$ cat src/rtl/cmd_regs_pkg.sv
// Shared definitions for the multi-channel command register bank:
// register offsets, packet type encoding and the per-channel header record.
package cmd_regs_pkg;

    // Global window offsets
    localparam logic [4:0] GOFS_ID     = 5'd0;
    localparam logic [4:0] GOFS_STATUS = 5'd1;
    localparam logic [4:0] GOFS_PEND   = 5'd2;

    // Channel window offsets
    localparam logic [4:0] OFS_CTRL        = 5'd0;
    localparam logic [4:0] OFS_SRC_MAC_HI  = 5'd10;
    localparam logic [4:0] OFS_SRC_MAC_LO  = 5'd11;
    localparam logic [4:0] OFS_DST_MAC_HI  = 5'd12;
    localparam logic [4:0] OFS_DST_MAC_LO  = 5'd13;
    localparam logic [4:0] OFS_SRC_IP      = 5'd14;
    localparam logic [4:0] OFS_DST_IP      = 5'd15;
    localparam logic [4:0] OFS_SRC_PORT    = 5'd16;
    localparam logic [4:0] OFS_DST_PORT    = 5'd17;
    localparam logic [4:0] OFS_PORTS       = 5'd18;
    localparam logic [4:0] OFS_UDP_LEN     = 5'd19;
    localparam logic [4:0] OFS_OPERATION   = 5'd20;
    localparam logic [4:0] OFS_THA_HI      = 5'd21;
    localparam logic [4:0] OFS_THA_LO      = 5'd22;
    localparam logic [4:0] OFS_TPA         = 5'd23;
    localparam logic [4:0] OFS_SHA_HI      = 5'd24;
    localparam logic [4:0] OFS_SHA_LO      = 5'd25;
    localparam logic [4:0] OFS_SPA         = 5'd26;

    typedef enum logic [1:0] {
        PKT_NONE = 2'd0,
        PKT_ARP  = 2'd1,
        PKT_UDP  = 2'd2,
        PKT_BOTH = 2'd3
    } pkt_type_t;

    // One channel's complete header configuration (shadow and active copies)
    typedef struct packed {
        logic [47:0] src_mac;
        logic [47:0] dst_mac;
        logic [31:0] src_ip;
        logic [31:0] dst_ip;
        logic [15:0] src_port;
        logic [15:0] dst_port;
        logic [15:0] udp_data_len;
        logic [1:0]  operation;
        logic [47:0] tha;
        logic [31:0] tpa;
        logic [47:0] sha;
        logic [31:0] spa;
    } chan_cfg_t;

    // Readback view of a channel record; unmapped offsets (including control) read 0
    function automatic logic [31:0] cfg_read(input chan_cfg_t cfg, input logic [4:0] ofs);
        logic [31:0] r;
        r = '0;
        case (ofs)
            OFS_SRC_MAC_HI: r = cfg.src_mac[47:16];
            OFS_SRC_MAC_LO: r = {16'd0, cfg.src_mac[15:0]};
            OFS_DST_MAC_HI: r = cfg.dst_mac[47:16];
            OFS_DST_MAC_LO: r = {16'd0, cfg.dst_mac[15:0]};
            OFS_SRC_IP:     r = cfg.src_ip;
            OFS_DST_IP:     r = cfg.dst_ip;
            OFS_SRC_PORT:   r = {16'd0, cfg.src_port};
            OFS_DST_PORT:   r = {16'd0, cfg.dst_port};
            OFS_PORTS:      r = {cfg.src_port, cfg.dst_port};
            OFS_UDP_LEN:    r = {16'd0, cfg.udp_data_len};
            OFS_OPERATION:  r = {30'd0, cfg.operation};
            OFS_THA_HI:     r = cfg.tha[47:16];
            OFS_THA_LO:     r = {16'd0, cfg.tha[15:0]};
            OFS_TPA:        r = cfg.tpa;
            OFS_SHA_HI:     r = cfg.sha[47:16];
            OFS_SHA_LO:     r = {16'd0, cfg.sha[15:0]};
            OFS_SPA:        r = cfg.spa;
            default:        r = '0;
        endcase
        return r;
    endfunction

endpackage

$ cat src/rtl/cmd_rr_arbiter.sv
// Combinational round-robin selector: first pending channel at or after
// rr_ptr, wrapping modulo N_CH.
module cmd_rr_arbiter #(
    parameter int N_CH = 2
) (
    input  logic [N_CH-1:0] pending,
    input  logic [2:0]      rr_ptr,
    output logic [2:0]      gnt_ch,
    output logic            gnt_valid
);

    logic [3:0] cand;

    // Walk candidates in priority order starting at rr_ptr; the first hit wins
    always_comb begin
        gnt_valid = 1'b0;
        gnt_ch    = '0;
        cand      = '0;
        for (int k = 0; k < N_CH; k++) begin
            cand = {1'b0, rr_ptr} + 4'(k);
            if (cand >= 4'(N_CH)) begin
                cand = cand - 4'(N_CH);
            end
            for (int j = 0; j < N_CH; j++) begin
                if (!gnt_valid && pending[j] && (cand == 4'(j))) begin
                    gnt_valid = 1'b1;
                    gnt_ch    = 3'(j);
                end
            end
        end
    end

endmodule

$ cat src/rtl/cmd_regs_mc.sv
// Multi-channel command register bank. The host bus writes per-channel shadow
// header registers, commits them to active copies, and queues send requests;
// a round-robin arbiter hands one channel's active header to the packet engine
// over a req/ack handshake.
//
// Handshake: o_req rises with o_req_ch/o_req_type and all o_* header fields
// already valid; everything is held stable while o_req is high; the grant
// completes on the first rising edge where i_ack is sampled high, and o_req
// falls on that edge. o_req falling for any other reason (reset) is an abort.
module cmd_regs_mc
    import cmd_regs_pkg::*;
#(
    parameter int         N_CH    = 2,
    parameter int         ADDR_W  = 8,
    parameter logic [7:0] VERSION = 8'h02
) (
    input  logic              clk,
    input  logic              rst,
    input  logic [ADDR_W-1:0] i_cmd_addr,
    input  logic [31:0]       i_cmd_data,
    input  logic              i_cmd_wr,
    input  logic              i_cmd_rd,
    output logic [31:0]       o_rd_data,
    output logic              o_rd_valid,
    output logic              o_req,
    output logic [2:0]        o_req_ch,
    output logic [1:0]        o_req_type,
    input  logic              i_ack,
    output logic [47:0]       o_dst_mac,
    output logic [47:0]       o_src_mac,
    output logic [1:0]        o_operation,
    output logic [47:0]       o_SHA,
    output logic [47:0]       o_THA,
    output logic [31:0]       o_SPA,
    output logic [31:0]       o_TPA,
    output logic [31:0]       o_src_ip,
    output logic [31:0]       o_dst_ip,
    output logic [15:0]       o_src_port,
    output logic [15:0]       o_dst_port,
    output logic [15:0]       o_udp_data_len,
    output logic [N_CH-1:0]   o_overflow
);

    localparam int WIN_W = ADDR_W - 5;

    localparam logic [0:0] ST_IDLE = 1'b0;
    localparam logic [0:0] ST_REQ  = 1'b1;

    logic [WIN_W-1:0] win;
    logic [4:0]       ofs;
    logic             glob_sel;

    assign win      = i_cmd_addr[ADDR_W-1:5];
    assign ofs      = i_cmd_addr[4:0];
    assign glob_sel = (win == '0);

    chan_cfg_t shadow_q [N_CH];
    chan_cfg_t shadow_d [N_CH];
    chan_cfg_t active_q [N_CH];
    chan_cfg_t active_d [N_CH];
    pkt_type_t type_q   [N_CH];
    pkt_type_t type_d   [N_CH];

    logic [N_CH-1:0] pending_q, pending_d;
    logic [N_CH-1:0] commit_pend_q, commit_pend_d;
    logic [N_CH-1:0] overflow_q, overflow_d;
    logic [2:0]      rr_ptr_q, rr_ptr_d;
    logic [0:0]      state_q, state_d;
    logic            req_q, req_d;
    logic [2:0]      req_ch_q, req_ch_d;
    pkt_type_t       req_type_q, req_type_d;
    chan_cfg_t       out_q, out_d;
    logic [31:0]     rd_data_q, rd_data_d;
    logic            rd_valid_q, rd_valid_d;

    logic [2:0] arb_ch;
    logic       arb_valid;

    cmd_rr_arbiter #(
        .N_CH (N_CH)
    ) u_arb (
        .pending   (pending_q),
        .rr_ptr    (rr_ptr_q),
        .gnt_ch    (arb_ch),
        .gnt_valid (arb_valid)
    );

    // Register writes, commit/send control and the grant FSM
    always_comb begin
        shadow_d      = shadow_q;
        active_d      = active_q;
        type_d        = type_q;
        pending_d     = pending_q;
        commit_pend_d = commit_pend_q;
        overflow_d    = overflow_q;
        rr_ptr_d      = rr_ptr_q;
        state_d       = state_q;
        req_d         = req_q;
        req_ch_d      = req_ch_q;
        req_type_d    = req_type_q;
        out_d         = out_q;

        for (int c = 0; c < N_CH; c++) begin
            if (i_cmd_wr && (win == WIN_W'(c + 1))) begin
                case (ofs)
                    OFS_CTRL: begin
                        // A granted channel's active copy is frozen until ack
                        if (i_cmd_data[4]) begin
                            if ((state_q == ST_REQ) && (req_ch_q == 3'(c))) begin
                                commit_pend_d[c] = 1'b1;
                            end else begin
                                active_d[c] = shadow_q[c];
                            end
                        end
                        if (i_cmd_data[1:0] != 2'd0) begin
                            if (!pending_q[c] && !((state_q == ST_REQ) && (req_ch_q == 3'(c)))) begin
                                pending_d[c] = 1'b1;
                                type_d[c]    = pkt_type_t'(i_cmd_data[1:0]);
                            end else begin
                                overflow_d[c] = 1'b1;
                            end
                        end
                    end
                    OFS_SRC_MAC_HI: shadow_d[c].src_mac[47:16] = i_cmd_data;
                    OFS_SRC_MAC_LO: shadow_d[c].src_mac[15:0]  = i_cmd_data[15:0];
                    OFS_DST_MAC_HI: shadow_d[c].dst_mac[47:16] = i_cmd_data;
                    OFS_DST_MAC_LO: shadow_d[c].dst_mac[15:0]  = i_cmd_data[15:0];
                    OFS_SRC_IP:     shadow_d[c].src_ip         = i_cmd_data;
                    OFS_DST_IP:     shadow_d[c].dst_ip         = i_cmd_data;
                    OFS_SRC_PORT:   shadow_d[c].src_port       = i_cmd_data[15:0];
                    OFS_DST_PORT:   shadow_d[c].dst_port       = i_cmd_data[15:0];
                    OFS_PORTS: begin
                        shadow_d[c].src_port = i_cmd_data[31:16];
                        shadow_d[c].dst_port = i_cmd_data[15:0];
                    end
                    OFS_UDP_LEN:    shadow_d[c].udp_data_len   = i_cmd_data[15:0];
                    OFS_OPERATION:  shadow_d[c].operation      = i_cmd_data[1:0];
                    OFS_THA_HI:     shadow_d[c].tha[47:16]     = i_cmd_data;
                    OFS_THA_LO:     shadow_d[c].tha[15:0]      = i_cmd_data[15:0];
                    OFS_TPA:        shadow_d[c].tpa            = i_cmd_data;
                    OFS_SHA_HI:     shadow_d[c].sha[47:16]     = i_cmd_data;
                    OFS_SHA_LO:     shadow_d[c].sha[15:0]      = i_cmd_data[15:0];
                    OFS_SPA:        shadow_d[c].spa            = i_cmd_data;
                    default: ;
                endcase
            end
        end

        if (i_cmd_wr && glob_sel && (ofs == GOFS_STATUS) && i_cmd_data[0]) begin
            overflow_d = '0;
        end

        case (state_q)
            ST_IDLE: begin
                if (arb_valid) begin
                    state_d  = ST_REQ;
                    req_d    = 1'b1;
                    req_ch_d = arb_ch;
                    for (int c = 0; c < N_CH; c++) begin
                        if (arb_ch == 3'(c)) begin
                            out_d      = active_q[c];
                            req_type_d = type_q[c];
                        end
                    end
                end
            end
            ST_REQ: begin
                if (i_ack) begin
                    state_d = ST_IDLE;
                    req_d   = 1'b0;
                    for (int c = 0; c < N_CH; c++) begin
                        if (req_ch_q == 3'(c)) begin
                            pending_d[c] = 1'b0;
                            rr_ptr_d     = (c == N_CH - 1) ? 3'd0 : 3'(c + 1);
                            // Deferred commit (possibly re-armed this very cycle)
                            if (commit_pend_d[c]) begin
                                active_d[c] = shadow_q[c];
                            end
                            commit_pend_d[c] = 1'b0;
                        end
                    end
                end
            end
            default: state_d = ST_IDLE;
        endcase
    end

    // Readback mux, sampled from current register values (old value on same-cycle write)
    always_comb begin
        rd_data_d  = '0;
        rd_valid_d = i_cmd_rd;
        if (i_cmd_rd) begin
            if (glob_sel) begin
                case (ofs)
                    GOFS_ID:     rd_data_d = {16'd0, 8'(N_CH), VERSION};
                    GOFS_STATUS: rd_data_d = 32'(overflow_q);
                    GOFS_PEND:   rd_data_d = 32'(pending_q);
                    default:     rd_data_d = '0;
                endcase
            end
            for (int c = 0; c < N_CH; c++) begin
                if (win == WIN_W'(c + 1)) begin
                    rd_data_d = cfg_read(shadow_q[c], ofs);
                end
            end
        end
    end

    // State registers with synchronous reset
    always_ff @(posedge clk) begin
        if (rst) begin
            for (int c = 0; c < N_CH; c++) begin
                shadow_q[c] <= '0;
                active_q[c] <= '0;
                type_q[c]   <= PKT_NONE;
            end
            pending_q     <= '0;
            commit_pend_q <= '0;
            overflow_q    <= '0;
            rr_ptr_q      <= '0;
            state_q       <= ST_IDLE;
            req_q         <= 1'b0;
            req_ch_q      <= '0;
            req_type_q    <= PKT_NONE;
            out_q         <= '0;
            rd_data_q     <= '0;
            rd_valid_q    <= 1'b0;
        end else begin
            for (int c = 0; c < N_CH; c++) begin
                shadow_q[c] <= shadow_d[c];
                active_q[c] <= active_d[c];
                type_q[c]   <= type_d[c];
            end
            pending_q     <= pending_d;
            commit_pend_q <= commit_pend_d;
            overflow_q    <= overflow_d;
            rr_ptr_q      <= rr_ptr_d;
            state_q       <= state_d;
            req_q         <= req_d;
            req_ch_q      <= req_ch_d;
            req_type_q    <= req_type_d;
            out_q         <= out_d;
            rd_data_q     <= rd_data_d;
            rd_valid_q    <= rd_valid_d;
        end
    end

    assign o_rd_data      = rd_data_q;
    assign o_rd_valid     = rd_valid_q;
    assign o_req          = req_q;
    assign o_req_ch       = req_ch_q;
    assign o_req_type     = req_type_q;
    assign o_overflow     = overflow_q;
    assign o_dst_mac      = out_q.dst_mac;
    assign o_src_mac      = out_q.src_mac;
    assign o_operation    = out_q.operation;
    assign o_SHA          = out_q.sha;
    assign o_THA          = out_q.tha;
    assign o_SPA          = out_q.spa;
    assign o_TPA          = out_q.tpa;
    assign o_src_ip       = out_q.src_ip;
    assign o_dst_ip       = out_q.dst_ip;
    assign o_src_port     = out_q.src_port;
    assign o_dst_port     = out_q.dst_port;
    assign o_udp_data_len = out_q.udp_data_len;

endmodule

$ cat config.mk
export PLATFORM = sky130hd
export DESIGN_NAME = cmd_regs_mc
export DESIGN_NICKNAME = d
export VERILOG_FILES = /design/src/rtl/cmd_regs_pkg.sv /design/src/rtl/cmd_rr_arbiter.sv /design/src/rtl/cmd_regs_mc.sv
export SDC_FILE = /design/constraint.sdc
export NUM_CORES = 2
export LEC_CHECK = 0
export BUFFER_PORTS_ARGS = -buffer_cell sky130_fd_sc_hd__buf_2
export CORE_ASPECT_RATIO = 1.25
export CORE_MARGIN = 5
export CORE_UTILIZATION = 55
export DETAILED_ROUTE_END_ITERATION = 7
export PLACE_DENSITY = 0.73
export SLEW_MARGIN = 20
export SYNTH_ARGS = -nofsm -noshare
export SYNTH_HDL_FRONTEND = slang
export SYNTH_SLANG_ARGS = --single-unit
$ cat constraint.sdc
create_clock -name clk -period 5 [get_ports clk]
set_input_delay 0.25 -clock clk [delete_from_list [all_inputs] [get_ports clk]]
set_output_delay 0.25 -clock clk [all_outputs]
set_load 0.02 [all_outputs]
==> results.cfg <==
[power]
p_int_mw = 23.32
switching_share = 0.2297
p_leak_nw = 26.53
pwr-share-clk = 0.472
p_comb_frac = 0.027
p_sw_mw = 6.955
sequentialPowerShare = 0.501
power_mw = 30.28
p_per_area_nw_per_um2 = 368.7
ir_worst_vdd_mv = 0.3027

[floorplan]
ios = 456
num_rows = 149
coreArea_um2 = 132000
die_area_um2 = 140300
fp.dieW_um = 336.0
fp.dieH_um = 417.5
initial_utilization = 0.5535

[synth]
ys_warn_count = 0
syn_avg_cell_area_um2 = 7.781
ys_types = 57
synth_ff_type = dfxtp_1
ys_seq_elements = 1899
synth.area.top_cells = dfxtp_1, nand2_1, a21oi_1
syn_inst = 9389
yosys-top-cells-count = nand2_1, dfxtp_1, a21oi_1
yosysMostFrequentCell = nand2_1
synth-seq-area-share = 0.5204
netlist_area_um2 = 73060
synth_edf_count = 0
synth_top_area_frac = 0.5204
synthArstFlopShare = 0
yosys.area.top_type = dfxtp_1

[placement]
placed_area_um2 = 75610
io_buffers = 453
hpwl_um = 250600
gp_congestion = 1.098

[global_route]
grt_max_degree = 247
grt_pass1_vias = 65320
grt_pass1_wl_um = 495500
overflow = 0
grt_use_total = 0.4906
antenna_found_initial = 39

[routing]
avgRoutedWirePerCell_um = 31.82
drt_iter0_drc = 12730
num_vias = 73520
viasPerCell = 6.520
drcViolationCount = 3
detail-route-antenna-nets = 0
drt-total-wl_um = 358700
first_pass_iters = 8

[job]
drv_cap = 0

[critical_path]
critical_path.startpoint_type = register
path_cells = nor2b_1 -> and2_1 -> o22a_4 -> nand2_1 -> a21oi_1
path_max_fanout = 39
max_stage_delay_ps = 720
cp.arrival_ps = 3790
worstSetupPathType = register to register
crit_required_ps = 5780
slowest_stage = o22a_4
end_kind = register

[clocking]
htreeDepth = 4
cts_buffer_depth = 3
root_buffer = clkbuf_16
post_cts_buffers = 0
cts_sinks = 1899
clk-insertion-delay-late_ps = 860
clkTransAtPathRegs_ps = 70
numCtsBuffers = 177
cts_tree = yes

[sta]
finClkSkew_ps = 39.44
final-hold-violation-count = 0
max_slew_margin = 0.1892
post-route-min-period_ps = 3014
worst_slew_pin_slew_ps = 1200
finalMaxSlewViolations = 0
finalSetupViolCount = 0
timing.fmax_ghz = 0.3318
finalSetupTns_ps = 0
hold_ws_ps = 99.33
rsz0062_at_grt = no
finalCritPeriodShare = 0.6028

[cells_and_area]
stdcell_area_um2 = 82120
areaGrowthSynthToFinish_pct = 12.41
drive_gt1_frac = 0.1024
layout.nets = 9411
utilization = 0.6222

[min_path]
min_path_type = primary input to register

[outcome]
violations = design-rule violations
status = complete, but fails checks
## metal layers
metal,GRT usage,wire length [um],part of all wire,vias up
met4,0.3792,35630,0.099,12
met3,0.1582,50850,0.14,1293
met1,0.6289,128900,0.36,35010
li1,-,-,-,31490
met2,0.6821,143300,0.40,5710
met5,0,112,0.00031,-
## cell type report
cell class                 count  area (um^2)
multi-input combinational   6636        31470
antenna                       24        60.06
inverter                       3        11.26
timing repair buffer         649         4278
tap                         1736         2172
sequential                  1899        38020
clock buffer                 266         5226
clock inverter                63        894.6
fill                       11550        49870
## sequential cells by signal, summed over array words and instances (netlist names), 2 cells and up
| signal | count |
|---|---|
| pending_q | 2 |
| o_src_port | 16 |
| o_SHA | 48 |
| type_q | 4 |
| o_TPA | 32 |
| active_q | 740 |
| o_SPA | 32 |
| o_src_ip | 32 |
| commit_pend_q | 2 |
| o_overflow | 2 |
| o_THA | 48 |
| o_req_type | 2 |
| o_operation | 2 |
| shadow_q | 740 |
| o_dst_port | 16 |
| o_dst_ip | 32 |
| o_src_mac | 48 |
| o_udp_data_len | 16 |
| o_rd_data | 32 |
| o_dst_mac | 48 |
## power groups by stage
stage	Combinational [mW]	Clock, mW	Sequential [mW]
6_report	0.807	14.3	15.2
5_1_grt	0.803	14.9	15.2
4_1_cts	0.759	14.3	15.2
3_5_place_dp	0.739	0	15.5
3_3_place_gp	0.736	0	15.5
2_1_floorplan	0.410	0	15.5
## critical path: cells and delay by family, from the launching register on
kind / cells / cell delay, ps
compound gates: 2 / 1000
flops: 1 / 620
simple gates: 3 / 1220
## final timing paths
| path | start | to | slack, ps | depth (start not counted) |
|---|---|---|---|---|
| worst min register to register | active_q[21]$_SDFF_PP0_ | o_SPA[21]$_SDFFE_PP0P_ | 440 | 2 |
| worst max-delay path | state_q$_SDFF_PP0_ | active_q[395]$_SDFF_PP0_ | 1990 | 5 |
| worst min-delay path | i_cmd_data[15] | shadow_q[177]$_SDFFE_PP0P_ | 100 | 4 |
| worst max register to register | state_q$_SDFF_PP0_ | active_q[395]$_SDFF_PP0_ | 1990 | 5 |
## repair_timing
action | CTS | global route
hold buffers | 30 | 0
endpoints found under the hold margin | 480 | 0
gates resized for setup | 0 | 0
## cell families (layout without fill, tap and decap cells)
kind of cell	count (synthesis)	after routing	synth area share
other cells	1	26	0.00005133
buf+inv	855	981	0.05316
flops	1899	1899	0.5204
simple gates	4329	4329	0.2271
mux	72	72	0.01004
compound gates	2233	2233	0.1893
## cells in the final DEF, fill, tap and decap left out, drive strengths merged, types with 8 or more instances in the layout
| cell type | n |
|---|---|
| nand2 | 3659 |
| dfxtp | 1899 |
| a21oi | 1420 |
| buf | 619 |
| nor2 | 520 |
| a311oi | 373 |
| clkbuf | 266 |
| a22oi | 242 |
| mux2i | 62 |
| nand3 | 61 |
| a222oi | 57 |
| clkinv | 37 |
| a211oi | 36 |
| o22ai | 34 |
| nor3 | 33 |
| dlygate4sd3 | 30 |
| diode | 24 |
| a22o | 23 |
| bufinv | 15 |
| a221oi | 14 |
| nand4 | 14 |
| and3 | 11 |
| mux2 | 10 |
| inv | 9 |
| o21ai | 8 |
## stage by stage
stage | setup slack (ps) | instances
floorplan | 3152 | 9390
global placement | 1606 | 10890
detailed placement | 1529 | 10890
CTS | 2233 | 11250
global route | 2012 | 11250
finish | 1986 | 11280
(Power assumes the default switching activity.)
